## src/rtl/button_conditioner.sv

```systemverilog
// rtl/button_conditioner.sv - four-button synchronizer, debouncer and one-hot press pulse generator
module button_conditioner #(
    parameter int DEBOUNCE_CYCLES = 1_000_000,
    parameter int CNT_W           = 20
) (
    input  logic       clk,
    input  logic       rst,
    input  logic [3:0] btn_raw,
    output logic [3:0] control,
    output logic [3:0] held
);

    localparam logic [CNT_W-1:0] CNT_LAST = CNT_W'(DEBOUNCE_CYCLES - 1);

    logic [3:0]       sync1;
    logic [3:0]       sync2;
    logic [3:0]       stable;
    logic [3:0]       stable_d;
    logic [3:0]       rise;
    logic [3:0]       winner;
    logic [CNT_W-1:0] cnt [4];

    // Two-flop synchronizer; only sync2 is trusted downstream.
    always_ff @(posedge clk or posedge rst) begin
        if (rst) begin
            sync1 <= '0;
            sync2 <= '0;
        end else begin
            sync1 <= btn_raw;
            sync2 <= sync1;
        end
    end

    // Per-button debounce: accept a new level after DEBOUNCE_CYCLES consecutive disagreeing samples.
    always_ff @(posedge clk or posedge rst) begin
        if (rst) begin
            stable <= '0;
            for (int i = 0; i < 4; i++) begin
                cnt[i] <= '0;
            end
        end else begin
            for (int i = 0; i < 4; i++) begin
                if (sync2[i] == stable[i]) begin
                    cnt[i] <= '0;
                end else if (cnt[i] == CNT_LAST) begin
                    stable[i] <= sync2[i];
                    cnt[i]    <= '0;
                end else begin
                    cnt[i] <= cnt[i] + 1'b1;
                end
            end
        end
    end

    // Delayed copy of the debounced levels for press-edge detection.
    always_ff @(posedge clk or posedge rst) begin
        if (rst) begin
            stable_d <= '0;
        end else begin
            stable_d <= stable;
        end
    end

    assign rise = stable & ~stable_d;

    // Highest-index press wins; simultaneous lower presses are dropped.
    always_comb begin
        winner = 4'b0000;
        if (rise[3]) begin
            winner = 4'b1000;
        end else if (rise[2]) begin
            winner = 4'b0100;
        end else if (rise[1]) begin
            winner = 4'b0010;
        end else if (rise[0]) begin
            winner = 4'b0001;
        end
    end

    // Register the one-hot result so each accepted press yields exactly one cycle of control.
    always_ff @(posedge clk or posedge rst) begin
        if (rst) begin
            control <= '0;
        end else begin
            control <= winner;
        end
    end

    assign held = stable;

endmodule

```

## config.mk

```make
export PLATFORM = sky130hd
export DESIGN_NAME = button_conditioner
export DESIGN_NICKNAME = d
export VERILOG_FILES = /design/src/rtl/button_conditioner.sv
export SDC_FILE = /design/constraint.sdc
export NUM_CORES = 1
export LEC_CHECK = 0
export ABC_AREA = 1
export BUFFER_PORTS_ARGS = -buffer_cell sky130_fd_sc_hd__buf_4
export CAP_MARGIN = 20
export CORE_ASPECT_RATIO = 1.2
export CORE_UTILIZATION = 65
export CTS_CLUSTER_DIAMETER = 80
export DETAILED_ROUTE_END_ITERATION = 7
export MAX_ROUTING_LAYER = met4
export PLACE_DENSITY_LB_ADDON = 0.15
export RECOVER_POWER = 50
export SETUP_SLACK_MARGIN = 0.02
export SLEW_MARGIN = 5
export SYNTH_ARGS = -nofsm -noshare
export SYNTH_HDL_FRONTEND = slang
export SYNTH_SLANG_ARGS = --single-unit
```

## constraint.sdc

```tcl
create_clock -name clk -period 6.7 [get_ports clk]
set_clock_uncertainty 0.2 [all_clocks]
set_input_delay 1.34 -clock clk [delete_from_list [all_inputs] [get_ports clk]]
set_output_delay 1.34 -clock clk [all_outputs]
set_load 0.02 [all_outputs]
```

==> impl_metrics.tcl <==
set metrics [dict create \
    vias_per_cell 5.48 \
    cts_num_sinks 100 \
    dominantRegCellSynth "dfrtp_1" \
    clk_pin_slew_worst_paths_ns 0.09 \
    path_max_fanout 51 \
    vias 4212 \
    syn_inst 648 \
    dieHeight_um 99.7 \
    grt_pass1_vias 4007 \
    fin_setup_tns_ns 0 \
    synth_compound_area_frac 0.0283 \
    synth.mux.area_fraction 0 \
    cts_tree "done" \
    wl_met3_um 500 \
    final_util 0.715 \
    ant_nets 0 \
    cp-start-kind "input pin" \
    arrival_ns 3.40 \
    period_minus_slack_ns 3.15 \
    max_slew_margin -0.422 \
    drive_gt1_frac 0.0828 \
    powerDensity_mw_per_mm2 190 \
    clk_latency_ns 0.37 \
    ctsResizeCount 0 \
    violations "max-capacitance violations, max-slew violations" \
    synth_edf_count 0 \
    synth_nets 658 \
    synth_cell_types 27 \
    die_w_um 83.4 \
    synth.avg_cell_area_um2 7.97 \
    required_ns 6.95 \
    status "finished, violations left" \
    ys_warn_count 0 \
    hold_viol 0 \
    synth-seq-cells 100 \
    hold_class "flip-flop to flip-flop" \
    io_buffers 13 \
    drc 0 \
    post-route-period-util 0.470 \
    grt.overflow.total 0 \
    ir_drop_mv 0.183 \
    rsz0062_at_grt "false" \
    met2_length_mm 5.31 \
    synth-xor-area-share 0.0746 \
    first_iter_violations 256 \
    syn_to_final_growth_pct 6.71 \
    core.rowCount 35 \
    die-area_mm2 0.00831 \
    drv.max_cap_violation_count 1 \
    synthAdderAreaFrac 0.00969 \
    grt_pass1_wl_mm 18.1 \
    start_util 0.670 \
    fmax_mhz 317 \
    cts_root_buf "clkbuf_8" \
    core_mm2 0.00771 \
    grt_max_degree 52 \
    dp_hpwl_mm 7.54 \
    gp_congestion 0.931 \
    path_class "input pin to asynchronous set/reset pin" \
    finalWorstSetupSlack_ns 3.55 \
    grt_use_total 0.283 \
    dr.pass1.iters 7 \
    leakagePower_nw 2.40 \
    cts_inserted_buffers 9 \
    post_cts_buffers 0 \
    clock_path_buffers 2 \
    finalWirelength_mm 10.7 \
    setup_viol 0 \
    async_reset_ff_frac 1.00 \
    hold_buffers 0 \
    drt-met1-wl_mm 4.67 \
    worst_pin_slew_ns 2.12 \
    netlist_area_mm2 0.00517 \
    synth-seq-area-share 0.484 \
    htreeDepth 3 \
    nNetsFinal 681 \
    ios 14 \
    cp-end-kind "asynchronous set/reset pin" \
    antenna_found_initial 0 \
    post-place-ws_ns 3.91 \
    synth-simple-area-share 0.360 \
    routed.top_layer "met4" \
    diodes 0 \
    drv_slew 51 \
    synth_top_family_by_area "simple AND/OR/NAND/NOR gates" \
    wl_per_cell_um 13.9 \
]
==> cells by family (layout without fill, tap and decap cells) <==
| kind of cell | after synthesis | after routing |
|---|---|---|
| flip-flops | 100 | 100 |
| buffers and inverters | 58 | 86 |
| AND/OR/NAND/NOR | 415 | 415 |
| AO/OA/AOI/OAI | 27 | 27 |
| adder cells (fa/ha/maj) | 4 | 4 |
| XOR/XNOR | 44 | 44 |
==> flip-flops by register name, indices dropped and copies added, names as in the netlist <==
signal / count
cnt: 80
control: 4
held: 4
stable_d: 4
sync1: 4
sync2: 4
==> final timing paths <==
check	cells after the start	to	slack [ns]	from
setup / recovery	3	stable_d[3]	3.55	rst
hold / removal	0	sync2[3]	0.16	sync1[3]
setup reg to reg	6	cnt[14]	4.64	cnt[1]
hold reg to reg	0	sync2[3]	0.16	sync1[3]
max in group clk	1	held[2]	4.17	held[2]
min in group asynchronous	2	cnt[52]	1.33	rst
==> routing by layer <==
metal | vias up | track usage
met5 | - | -
met4 | 0 | 0.0889
met3 | 23 | 0.0523
met2 | 130 | 0.470
met1 | 1978 | 0.356
li1 | 2081 | -
==> critical path, cell delays in order <==
cell,delay (ns)
clkbuf_4,0.11
clkinvlp_2,1.20
buf_4,0.71
==> cells in the mapped netlist (2+ instances only) <==
| library cell | n | area [um2] |
|---|---|---|
| a21oi_1 | 13 | 65.1 |
| nand2_1 | 132 | 495 |
| o21ai_0 | 6 | 30.0 |
| dfrtp_1 | 100 | 2500 |
| ha_1 | 4 | 50.1 |
| inv_1 | 54 | 203 |
| nor2_4 | 8 | 90.1 |
| xor2_1 | 29 | 254 |
| nor3_1 | 7 | 35.0 |
| o21ai_1 | 4 | 20.0 |
| o21bai_1 | 3 | 22.5 |
| buf_2 | 2 | 10.0 |
| nor2_1 | 170 | 638 |
| nor2_2 | 9 | 56.3 |
| and2_1 | 2 | 12.5 |
| nand3_1 | 55 | 275 |
| nand3b_1 | 5 | 37.5 |
| inv_2 | 2 | 7.51 |
| xnor2_1 | 15 | 131 |
| nand4_1 | 12 | 75.1 |
| nand3_4 | 2 | 35.0 |
| nand2_2 | 8 | 50.1 |
| nor3_4 | 2 | 32.5 |
==> metrics by stage <==
stage	instance area, um2	total power [mW]	std cells	hold WS (ns)
after floorplan	5170	0.658	648	0.131
after global routing	5510	1.09	768	0.166
after detailed placement	5380	0.671	752	0.143
after global placement	5380	0.668	752	0.133
final	5510	1.05	768	0.161
after CTS	5580	1.06	768	0.163
==> placed cells by master, fill, tap and decap left out, drive strengths merged, types with 9 or more instances in the layout <==
cell	n
o21ai	10
xnor2	15
xor2	29
dfrtp	100
buf	9
nand4	12
nand3	58
nor3	9
inv	56
clkbuf	15
a21oi	14
nand2	141
nor2	187
==> area by class of cell <==
cell class / instances / area, um2
sequential: 100 / 2500
inverter: 56 / 211
timing repair buffer: 14 / 105
tap: 92 / 115
clock inverter: 6 / 72.6
clock buffer: 10 / 128
fill: 617 / 2190
multi-input combinational: 490 / 2380
==> report_power, final <==
part           total (mW)  leakage [nW]  internal [mW]  switching [mW]
Clock               0.394        0.0906          0.176           0.218
Combinational      0.0385         0.941         0.0102          0.0282
Sequential          0.618          1.37          0.611         0.00655
Note: power is estimated with default switching activity, not from simulation.
